## config.mk

```make
export PLATFORM = sky130hd
export DESIGN_NAME = rv32_mem_arbiter_flat
export DESIGN_NICKNAME = d
export VERILOG_FILES = /design/src/rtl/rv32_mem_arbiter_pkg.sv /design/src/rtl/rv32_mem_arbiter_if.sv /design/src/rtl/rv32_wait_timer.sv /design/src/rtl/rv32_mem_arbiter.sv /design/src/flat_wrapper.sv
export SDC_FILE = /design/constraint.sdc
export NUM_CORES = 1
export LEC_CHECK = 0
export CAP_MARGIN = 20
export CORE_AREA = 2 2 110 112
export DETAILED_ROUTE_END_ITERATION = 7
export DIE_AREA = 0 0 112 114
export PLACE_DENSITY_LB_ADDON = 0.1
export SYNTH_ARGS = -nofsm -noshare
export SYNTH_HDL_FRONTEND = slang
export SYNTH_SLANG_ARGS = --single-unit
```

## constraint.sdc

```tcl
create_clock -name i_clk -period 1.6 [get_ports i_clk]
set_clock_uncertainty 0.1 [all_clocks]
set_input_delay 0.16 -clock i_clk [delete_from_list [all_inputs] [get_ports i_clk]]
set_output_delay 0.16 -clock i_clk [all_outputs]
set_load 0.1 [all_outputs]
```

## src/rtl/rv32_mem_arbiter_pkg.sv

```systemverilog
// Shared types and constants for the IF/DM unified-memory arbiter.
// Latency: n/a (declarations only).
// Backpressure: n/a.
package rv32_mem_arbiter_pkg;

  // One outstanding transaction: either idle, waiting for a fetch or data
  // response, or draining a fetch that a flush has made stale.
  typedef enum logic [1:0] {
    IDLE   = 2'd0,
    WAIT_I = 2'd1,
    WAIT_D = 2'd2,
    DROP   = 2'd3
  } arb_state_t;

  localparam int ARB_TIMEOUT_DEFAULT = 64;

  // addi x0, x0, 0
  localparam logic [31:0] NOP_INSTR = 32'h0000_0013;

  // True in every state that owns the memory port.
  function automatic logic arb_is_waiting(input arb_state_t s);
    return (s != IDLE);
  endfunction

endpackage

```

## src/rtl/rv32_mem_arbiter_if.sv

```systemverilog
// Bundles the fetch port, data port and memory port of the arbiter.
// Latency: n/a (wiring only).
// Backpressure: req/gnt handshake on each port, rvalid is a 1-cycle pulse.
interface rv32_mem_arbiter_if #(
  parameter int ADDR_W = 32,
  parameter int DATA_W = 32
);
  localparam int BE_W = DATA_W / 8;

  // Fetch port
  logic              if_req;
  logic [ADDR_W-1:0] if_addr;
  logic              if_gnt;
  logic              if_rvalid;
  logic [DATA_W-1:0] if_rdata;

  // Data port
  logic              dm_req;
  logic              dm_we;
  logic [BE_W-1:0]   dm_be;
  logic [ADDR_W-1:0] dm_addr;
  logic [DATA_W-1:0] dm_wdata;
  logic              dm_gnt;
  logic              dm_rvalid;
  logic [DATA_W-1:0] dm_rdata;

  // Memory port
  logic              mem_req;
  logic              mem_we;
  logic [BE_W-1:0]   mem_be;
  logic [ADDR_W-1:0] mem_addr;
  logic [DATA_W-1:0] mem_wdata;
  logic              mem_gnt;
  logic              mem_rvalid;
  logic [DATA_W-1:0] mem_rdata;

  // Arbiter view: serves the core, drives the memory.
  modport slave (
    input  if_req, if_addr,
    output if_gnt, if_rvalid, if_rdata,
    input  dm_req, dm_we, dm_be, dm_addr, dm_wdata,
    output dm_gnt, dm_rvalid, dm_rdata,
    output mem_req, mem_we, mem_be, mem_addr, mem_wdata,
    input  mem_gnt, mem_rvalid, mem_rdata
  );

  // Environment view: core requesters plus the memory model.
  modport master (
    output if_req, if_addr,
    input  if_gnt, if_rvalid, if_rdata,
    output dm_req, dm_we, dm_be, dm_addr, dm_wdata,
    input  dm_gnt, dm_rvalid, dm_rdata,
    input  mem_req, mem_we, mem_be, mem_addr, mem_wdata,
    output mem_gnt, mem_rvalid, mem_rdata
  );

endinterface

```

## src/rtl/rv32_wait_timer.sv

```systemverilog
// Counts cycles spent waiting for a memory response; flags the last allowed cycle.
// Latency: o_expire is combinational from the count, high on the TIMEOUT-th enabled cycle after clear.
// Backpressure: none; i_clr has priority over i_en.
module rv32_wait_timer #(
  parameter int TIMEOUT = 64
) (
  input  logic i_clk,
  input  logic i_rst,
  input  logic i_clr,
  input  logic i_en,
  output logic o_expire
);

  localparam int              CNT_W = $clog2(TIMEOUT);
  localparam logic [CNT_W-1:0] LAST = CNT_W'(TIMEOUT - 1);

  logic [CNT_W-1:0] r_cnt;

  // Restart on every state change; advance while a transaction is waiting.
  // Expiry forces a state change, so the count never wraps.
  always_ff @(posedge i_clk) begin
    if (i_rst || i_clr) begin
      r_cnt <= '0;
    end else if (i_en) begin
      r_cnt <= r_cnt + CNT_W'(1);
    end
  end

  assign o_expire = i_en && (r_cnt == LAST);

endmodule

```

## src/rtl/rv32_mem_arbiter.sv

```systemverilog
// Shares one single-port memory between fetch and data stages, data first, one transaction in flight.
// Latency: request reaches memory combinationally; response returns in the same cycle as mem_rvalid.
// Backpressure: requesters hold until rvalid; stall holds the pipeline; a wait expires after TIMEOUT cycles.
module rv32_mem_arbiter
  import rv32_mem_arbiter_pkg::*;
#(
  parameter int ADDR_W  = 32,
  parameter int DATA_W  = 32,
  parameter int TIMEOUT = ARB_TIMEOUT_DEFAULT
) (
  input  logic               i_clk,
  input  logic               i_rst,
  input  logic               i_flush,
  input  logic               i_halt,
  rv32_mem_arbiter_if.slave  io_bus,
  output logic               o_stall,
  output logic               o_busy,
  output logic               o_timeout_err
);

  arb_state_t r_state;
  arb_state_t w_state_nxt;
  logic       r_timeout_err;
  logic       w_set_err;
  logic       w_sel_d;
  logic       w_sel_i;
  logic       w_tmr_en;
  logic       w_tmr_clr;
  logic       w_expire;

  // Data always wins; a fetch only goes out when nothing blocks it.
  assign w_sel_d = io_bus.dm_req;
  assign w_sel_i = io_bus.if_req & ~io_bus.dm_req & ~i_flush & ~i_halt;

  assign w_tmr_en  = arb_is_waiting(r_state);
  assign w_tmr_clr = (w_state_nxt != r_state);

  rv32_wait_timer #(
    .TIMEOUT (TIMEOUT)
  ) u_wait_timer (
    .i_clk    (i_clk),
    .i_rst    (i_rst),
    .i_clr    (w_tmr_clr),
    .i_en     (w_tmr_en),
    .o_expire (w_expire)
  );

  // State register.
  always_ff @(posedge i_clk) begin
    if (i_rst) begin
      r_state <= IDLE;
    end else begin
      r_state <= w_state_nxt;
    end
  end

  // Sticky timeout flag, cleared only by reset.
  always_ff @(posedge i_clk) begin
    if (i_rst) begin
      r_timeout_err <= 1'b0;
    end else if (w_set_err) begin
      r_timeout_err <= 1'b1;
    end
  end

  // Next state, request mux toward memory and response demux toward the core.
  always_comb begin
    w_state_nxt      = r_state;
    w_set_err        = 1'b0;
    io_bus.mem_req   = 1'b0;
    io_bus.mem_we    = 1'b0;
    io_bus.mem_be    = '0;
    io_bus.mem_addr  = '0;
    io_bus.mem_wdata = '0;
    io_bus.if_gnt    = 1'b0;
    io_bus.if_rvalid = 1'b0;
    io_bus.if_rdata  = '0;
    io_bus.dm_gnt    = 1'b0;
    io_bus.dm_rvalid = 1'b0;
    io_bus.dm_rdata  = '0;

    case (r_state)
      IDLE: begin
        // A late response with nothing outstanding is ignored here.
        if (w_sel_d) begin
          io_bus.mem_req   = 1'b1;
          io_bus.mem_we    = io_bus.dm_we;
          io_bus.mem_be    = io_bus.dm_be;
          io_bus.mem_addr  = io_bus.dm_addr;
          io_bus.mem_wdata = io_bus.dm_wdata;
          if (io_bus.mem_gnt) begin
            io_bus.dm_gnt = 1'b1;
            w_state_nxt   = WAIT_D;
          end
        end else if (w_sel_i) begin
          io_bus.mem_req  = 1'b1;
          io_bus.mem_be   = '1;
          io_bus.mem_addr = io_bus.if_addr;
          if (io_bus.mem_gnt) begin
            io_bus.if_gnt = 1'b1;
            w_state_nxt   = WAIT_I;
          end
        end
      end

      WAIT_I: begin
        if (io_bus.mem_rvalid) begin
          // A flush in the response cycle makes the instruction stale.
          if (!i_flush) begin
            io_bus.if_rvalid = 1'b1;
            io_bus.if_rdata  = io_bus.mem_rdata;
          end
          w_state_nxt = IDLE;
        end else if (w_expire) begin
          w_set_err = 1'b1;
          if (!i_flush) begin
            io_bus.if_rvalid = 1'b1;
          end
          w_state_nxt = IDLE;
        end else if (i_flush) begin
          w_state_nxt = DROP;
        end
      end

      WAIT_D: begin
        if (io_bus.mem_rvalid) begin
          io_bus.dm_rvalid = 1'b1;
          io_bus.dm_rdata  = io_bus.mem_rdata;
          w_state_nxt      = IDLE;
        end else if (w_expire) begin
          w_set_err        = 1'b1;
          io_bus.dm_rvalid = 1'b1;
          w_state_nxt      = IDLE;
        end
      end

      DROP: begin
        // Swallow the response of the flushed fetch.
        if (io_bus.mem_rvalid) begin
          w_state_nxt = IDLE;
        end else if (w_expire) begin
          w_set_err   = 1'b1;
          w_state_nxt = IDLE;
        end
      end

      default: begin
        w_state_nxt = IDLE;
      end
    endcase
  end

  assign o_stall = (io_bus.dm_req & ~io_bus.dm_rvalid)
                 | (io_bus.if_req & ~io_bus.if_rvalid & ~i_flush & ~i_halt);
  assign o_busy        = arb_is_waiting(r_state);
  assign o_timeout_err = r_timeout_err;

endmodule

```

## src/flat_wrapper.sv

```systemverilog
// flat-port wrapper written by rule: the top's interface ports become plain ports
module rv32_mem_arbiter_flat import rv32_mem_arbiter_pkg::*;
#(
  parameter int ADDR_W  = 32,
  parameter int DATA_W  = 32,
  parameter int TIMEOUT = ARB_TIMEOUT_DEFAULT
)
  (i_clk, i_rst, i_flush, i_halt, o_stall, o_busy, o_timeout_err, io_bus_if_req, io_bus_if_addr, io_bus_if_gnt, io_bus_if_rvalid, io_bus_if_rdata, io_bus_dm_req, io_bus_dm_we, io_bus_dm_be, io_bus_dm_addr, io_bus_dm_wdata, io_bus_dm_gnt, io_bus_dm_rvalid, io_bus_dm_rdata, io_bus_mem_req, io_bus_mem_we, io_bus_mem_be, io_bus_mem_addr, io_bus_mem_wdata, io_bus_mem_gnt, io_bus_mem_rvalid, io_bus_mem_rdata);
  rv32_mem_arbiter_if #(.ADDR_W(ADDR_W), .DATA_W(DATA_W)) io_bus_i ();
  input  logic i_clk;
  input  logic i_rst;
  input  logic i_flush;
  input  logic i_halt;
  output logic o_stall;
  output logic o_busy;
  output logic o_timeout_err;
  input wire logic [$bits(io_bus_i.if_req)-1:0] io_bus_if_req;
  input wire logic [$bits(io_bus_i.if_addr)-1:0] io_bus_if_addr;
  output wire logic [$bits(io_bus_i.if_gnt)-1:0] io_bus_if_gnt;
  output wire logic [$bits(io_bus_i.if_rvalid)-1:0] io_bus_if_rvalid;
  output wire logic [$bits(io_bus_i.if_rdata)-1:0] io_bus_if_rdata;
  input wire logic [$bits(io_bus_i.dm_req)-1:0] io_bus_dm_req;
  input wire logic [$bits(io_bus_i.dm_we)-1:0] io_bus_dm_we;
  input wire logic [$bits(io_bus_i.dm_be)-1:0] io_bus_dm_be;
  input wire logic [$bits(io_bus_i.dm_addr)-1:0] io_bus_dm_addr;
  input wire logic [$bits(io_bus_i.dm_wdata)-1:0] io_bus_dm_wdata;
  output wire logic [$bits(io_bus_i.dm_gnt)-1:0] io_bus_dm_gnt;
  output wire logic [$bits(io_bus_i.dm_rvalid)-1:0] io_bus_dm_rvalid;
  output wire logic [$bits(io_bus_i.dm_rdata)-1:0] io_bus_dm_rdata;
  output wire logic [$bits(io_bus_i.mem_req)-1:0] io_bus_mem_req;
  output wire logic [$bits(io_bus_i.mem_we)-1:0] io_bus_mem_we;
  output wire logic [$bits(io_bus_i.mem_be)-1:0] io_bus_mem_be;
  output wire logic [$bits(io_bus_i.mem_addr)-1:0] io_bus_mem_addr;
  output wire logic [$bits(io_bus_i.mem_wdata)-1:0] io_bus_mem_wdata;
  input wire logic [$bits(io_bus_i.mem_gnt)-1:0] io_bus_mem_gnt;
  input wire logic [$bits(io_bus_i.mem_rvalid)-1:0] io_bus_mem_rvalid;
  input wire logic [$bits(io_bus_i.mem_rdata)-1:0] io_bus_mem_rdata;
  assign io_bus_i.if_req = io_bus_if_req;
  assign io_bus_i.if_addr = io_bus_if_addr;
  assign io_bus_if_gnt = io_bus_i.if_gnt;
  assign io_bus_if_rvalid = io_bus_i.if_rvalid;
  assign io_bus_if_rdata = io_bus_i.if_rdata;
  assign io_bus_i.dm_req = io_bus_dm_req;
  assign io_bus_i.dm_we = io_bus_dm_we;
  assign io_bus_i.dm_be = io_bus_dm_be;
  assign io_bus_i.dm_addr = io_bus_dm_addr;
  assign io_bus_i.dm_wdata = io_bus_dm_wdata;
  assign io_bus_dm_gnt = io_bus_i.dm_gnt;
  assign io_bus_dm_rvalid = io_bus_i.dm_rvalid;
  assign io_bus_dm_rdata = io_bus_i.dm_rdata;
  assign io_bus_mem_req = io_bus_i.mem_req;
  assign io_bus_mem_we = io_bus_i.mem_we;
  assign io_bus_mem_be = io_bus_i.mem_be;
  assign io_bus_mem_addr = io_bus_i.mem_addr;
  assign io_bus_mem_wdata = io_bus_i.mem_wdata;
  assign io_bus_i.mem_gnt = io_bus_mem_gnt;
  assign io_bus_i.mem_rvalid = io_bus_mem_rvalid;
  assign io_bus_i.mem_rdata = io_bus_mem_rdata;
  rv32_mem_arbiter #(.ADDR_W(ADDR_W), .DATA_W(DATA_W), .TIMEOUT(TIMEOUT)) u_core (.i_clk(i_clk), .i_rst(i_rst), .i_flush(i_flush), .i_halt(i_halt), .io_bus(io_bus_i), .o_stall(o_stall), .o_busy(o_busy), .o_timeout_err(o_timeout_err));
endmodule
```

Word-level counts from Yosys, hierarchy flattened
Index checks and enable logic that the tools add are counted.
{"block": "totals", "out_inout_bits": 141, "register_bits": 9, "wordCells": 71, "input_bits": 141}
{"block": "op_classes", "reduce_logical": 6, "addsub": 1, "n_eq_ne": 5, "n_bitwise": 13, "n_mux": 43}
{"operator": "$mux 32", "count": 10}
{"operator": "$mux 1", "count": 20}
{"operator": "$mux 2", "count": 9}
{"operator": "$mux 4", "count": 3}
{"operator": "$and 1x1->1", "count": 7}
{"operator": "$add 6x1->6 const B", "count": 1}
{"operator": "$eq 6x6->1 const B", "count": 1}
{"operator": "$pmux 2 s3", "count": 1}
{"operator": "$not 1->1", "count": 5}
{"operator": "$eq 2x2->1 const B", "count": 2}
{"operator": "$reduce_or 3->1", "count": 1}
{"operator": "$eq 2x1->1 const B", "count": 1}
{"operator": "$logic_not 2->1", "count": 1}
{"operator": "$ne 2x2->1", "count": 1}
{"operator": "$reduce_bool 2->1", "count": 1}
{"operator": "$reduce_or 2->1", "count": 1}
{"operator": "$logic_and 1x1->1", "count": 1}
{"operator": "$logic_or 1x1->1", "count": 1}
{"operator": "$or 1x1->1", "count": 1}

Logic depth before layout (Yosys ltp)
{"block": "depth", "depth_word": 10, "depth_mapped": 6, "ltp_nobuf": 5}

Hierarchy
From an unflattened synthesis, not the netlist that was laid out.
{"block": "unflattened", "cells_unflattened": 254, "hier_area_um2": 1560.2}
{"mod": "rv32_mem_arbiter", "cells_each": 224, "seq_area_each_um2": 60.1, "area_per_inst_um2": 1290.0, "instances": 1}
{"mod": "rv32_wait_timer", "cells_each": 30, "seq_area_each_um2": 120.1, "area_per_inst_um2": 270.3, "instances": 1}

Least setup slack after synthesis
Ideal clock, no wire load.
{"block": "synth_timing", "path_type": "register to output", "start": "register u_core.r_state[0]", "end": "output io_bus_mem_be[0]", "setup_slack_ns": -1.056, "n_path_buf": 2, "path_stages_with_launch": 6, "arrival_ns": 2.396, "required_time_ns": 1.340, "cell_sequence": "dfxtp_1 buf_6 nor2_4 buf_2 o21ai_0 a21oi_1"}
{"block": "synth_via", "elab_chain_len": 2}
{"element": "from (decl)", "line_no": "rv32_mem_arbiter.sv:21", "rtl": "arb_state_t r_state;"}
{"element": "from (signal assigned)", "line_no": "rv32_mem_arbiter.sv:53", "rtl": "r_state <= w_state_nxt;"}
{"element": "$logic_not 2->1", "line_no": "rv32_mem_arbiter.sv:82", "rtl": "case (r_state)"}
{"element": "$mux 4", "line_no": "rv32_mem_arbiter.sv:82"}
{"element": "to (decl)", "line_no": "flat_wrapper.sv:32", "rtl": "output wire logic [$bits(io_bus_i.mem_be)-1:0] io_bus_mem_be;"}
Every way passes these cells.

Worst setup path in the final report
{"block": "layout_timing", "start": "register u_core.r_state[1]", "end": "output io_bus_mem_addr[25]"}
{"block": "layout_via", "elab_chain_len": 2}
{"element": "$logic_not 2->1", "line_no": "rv32_mem_arbiter.sv:82"}
{"element": "$mux 32", "line_no": "rv32_mem_arbiter.sv:82"}
{"element": "to (decl)", "line_no": "flat_wrapper.sv:33", "rtl": "output wire logic [$bits(io_bus_i.mem_addr)-1:0] io_bus_mem_addr;"}
Every way passes these cells.

==> run summary <==
Critical path arrival: 1.65 ns
Avg Cell Area, Syn: 7.10 um2
Dpl hpwl: 10500 um
FP Rows: 40
Die height: 114 um
Post-route ant nets: 0
Antenna violations before repair: 1
Initial core utilization: 15.8%
Drt wl/cell: 18.1 um
Post-synthesis sequential area ratio: 9.76%
Count of different cell masters after synthesis: 35
Status: finished with violations
Commonest non-fill, non-tap cell in the layout: buf_12
Slew Limit Fails: 0
Yosys warning count: 0
H-tree depth: 1
Clock-pin slew on the worst setup and hold paths: 0.04 ns
Drt via density: 4.43
Failing checks: negative setup slack
FMAX: 0.523 GHz
Total vias in the final route: 3208
Cell Area, Synth: 1850 um2
Final hold violations: 0
Period minus WS final: 1.91 ns
Fin util: 66.7%
Syn_nets: 402
Setup TNS: -26.40 ns
First-pass GRT wire length: 19700 um
PnR worst setup slack: -0.311 ns
CP endpoint kind: output port
Ports: 282
Worst slew pin tran: 0.419 ns
WHS: 0.439 ns
Largest net degree at the start of global routing: 36
Relative slew slack: 72.1%
Final Cycle Share: 119%
Static Leakage: 3.07 nW
Worst path required time: 1.34 ns
IO Port Bufs: 281
CP Class: reg -> out
Peak VDD IR: 0.000317 V
DRT Wirelength: 13100 um
GP Congestion: 0.760
Vias in the first global route: 3362
CORE AREA: 11700 um2
MaxCap Viol Count: 0
Worst Setup Start Kind: register
Syn Inst Count: 260
Iter 0 DRT Violations: 118
Num Clock Sinks: 9
Die area: 12800 um2
Worst hold path type: reg -> reg
Root buffer cell: clkbuf_16
Final Power: 0.00357 W
Most frequent cells in the layout: buf_12, clkdlybuf4s50_1, nor2_4
Crit Path Max Fanout: 8
Unrepaired setup endpoints after global routing: true
CTS Hold Bufs: 0
Clk Latency, worst-skew pair: 0.24 ns
Share of cells above drive strength 1: 64.1%
Final nets: 719
CTS Buf Count: 3
CTS tree: yes
DRC Markers: 0
Cell area power density: 457 nW/um2
GRT Resource Usage Total: 19.5%
Die Width: 112 um
FF+latch count, synth: 9
Maximum root-to-sink buffer count: 2
Area grow syn2layout: 323%
First drt pass iteration count: 4
Setup violators final: 113
GRT overflow: 0
-- synthesized netlist by cell type, drive strengths merged --
cell type,instances,share of area (%)
a211oi,1,0.68
a21oi,7,2.5
a221oi,1,0.47
a22o,32,15
a2bb2oi,1,0.81
a31o,1,0.47
a31oi,1,0.34
and2,2,0.68
and3,35,12
buf,14,7.5
clkbuf,14,2.8
dfxtp,9,9.8
ha,1,0.68
inv,8,1.6
mux2i,1,0.54
nand2,38,7.7
nand2b,1,0.34
nand3,1,0.27
nor2,71,27
nor3,6,1.6
nor3b,2,1.4
nor4b,1,0.47
o2111ai,1,0.47
o211a,1,0.95
o21ai,4,1.1
or3,1,0.34
xnor2,1,0.47
xor2,4,1.9
-- flip-flops by register name (all words and copies together), names as in the netlist --
name,count
u_core.r_state,2
u_core.u_wait_timer.r_cnt,6
u_core.o_timeout_err,1
-- metrics by stage --
step                      cell area, um2  cells  setup WS, ns
after CTS                           7710    717        -0.329
after global placement              7170    691        -0.395
after floorplan                     2700    260        -0.260
after global routing                7810    724        -0.380
final                               7810    724        -0.311
after detailed placement            7170    691        -0.408
-- path summary, 6_finish.rpt --
kind                                                     end                  from  slack (ns)  cells past startpoint
worst max-delay path                     io_bus_mem_addr[25]     u_core.r_state[1]       -0.31                      7
worst min-delay path                    u_core.o_timeout_err  u_core.o_timeout_err        0.44                      2
worst max register to register  u_core.u_wait_timer.r_cnt[0]     u_core.r_state[0]       -0.14                      6
worst min register to register          u_core.o_timeout_err  u_core.o_timeout_err        0.44                      2
-- report_power, final --
| group | leakage [nW] | total, W | internal (W) | switching [W] |
|---|---|---|---|---|
| Clock | 0.0409 | 0.000450 | 0.000330 | 0.000120 |
| Combinational | 2.95 | 0.00289 | 0.00123 | 0.00166 |
| Sequential | 0.0742 | 0.000232 | 0.000227 | 0.00000468 |
| Total | 3.07 | 0.00357 | 0.00179 | 0.00178 |
-- per-layer routing --
| layer | track usage [%] | up-vias | share of wire, % |
|---|---|---|---|
| met5 | 0 | - | 0 |
| met4 | 2.93 | 0 | 0.73 |
| met3 | 5.26 | 7 | 8.0 |
| met2 | 38.9 | 153 | 57 |
| met1 | 20.8 | 1507 | 35 |
| li1 | - | 1541 | - |
-- worst max-delay path, cell delays in order (launching register included) --
cell and delay, ns:
dfxtp_4 0.36, nor2_4 0.18, inv_6 0.04, nor3b_4 0.23, buf_6 0.16, buf_12 0.14, a22o_4 0.13, buf_12 0.16
-- layout make-up --
class | instances | area, um2
Timing Repair Buffer | 340 | 5000
Multi-Input combinational cell | 215 | 2320
Clock inverter | 1 | 5.00
Inverter | 8 | 38.8
Fill cell | 907 | 3900
Clock buffer | 3 | 75.1
Antenna cell | 1 | 2.50
Tap cell | 147 | 184
Sequential cell | 9 | 188
-- timing repair --
action,CTS,global route
setup endpoints to repair,145,146
resized for setup,39,17
setup buffers,14,9
cloned,8,2
pin swaps,14,23
-- logic make-up (layout without fill, tap and decap cells) --
group | count (synthesis) | in the layout | synth area share, %
flip-flops | 9 | 9 | 9.76
adder cells (fa/ha/maj) | 1 | 1 | 0.678
multiplexers | 1 | 1 | 0.542
AO/OA/AOI/OAI | 50 | 50 | 23.0
other | 0 | 1 | 0
XOR/XNOR | 5 | 5 | 2.37
buffers and inverters | 36 | 352 | 11.9
AND/OR/NAND/NOR | 158 | 158 | 51.7
Power figures use the tool's default switching activity.
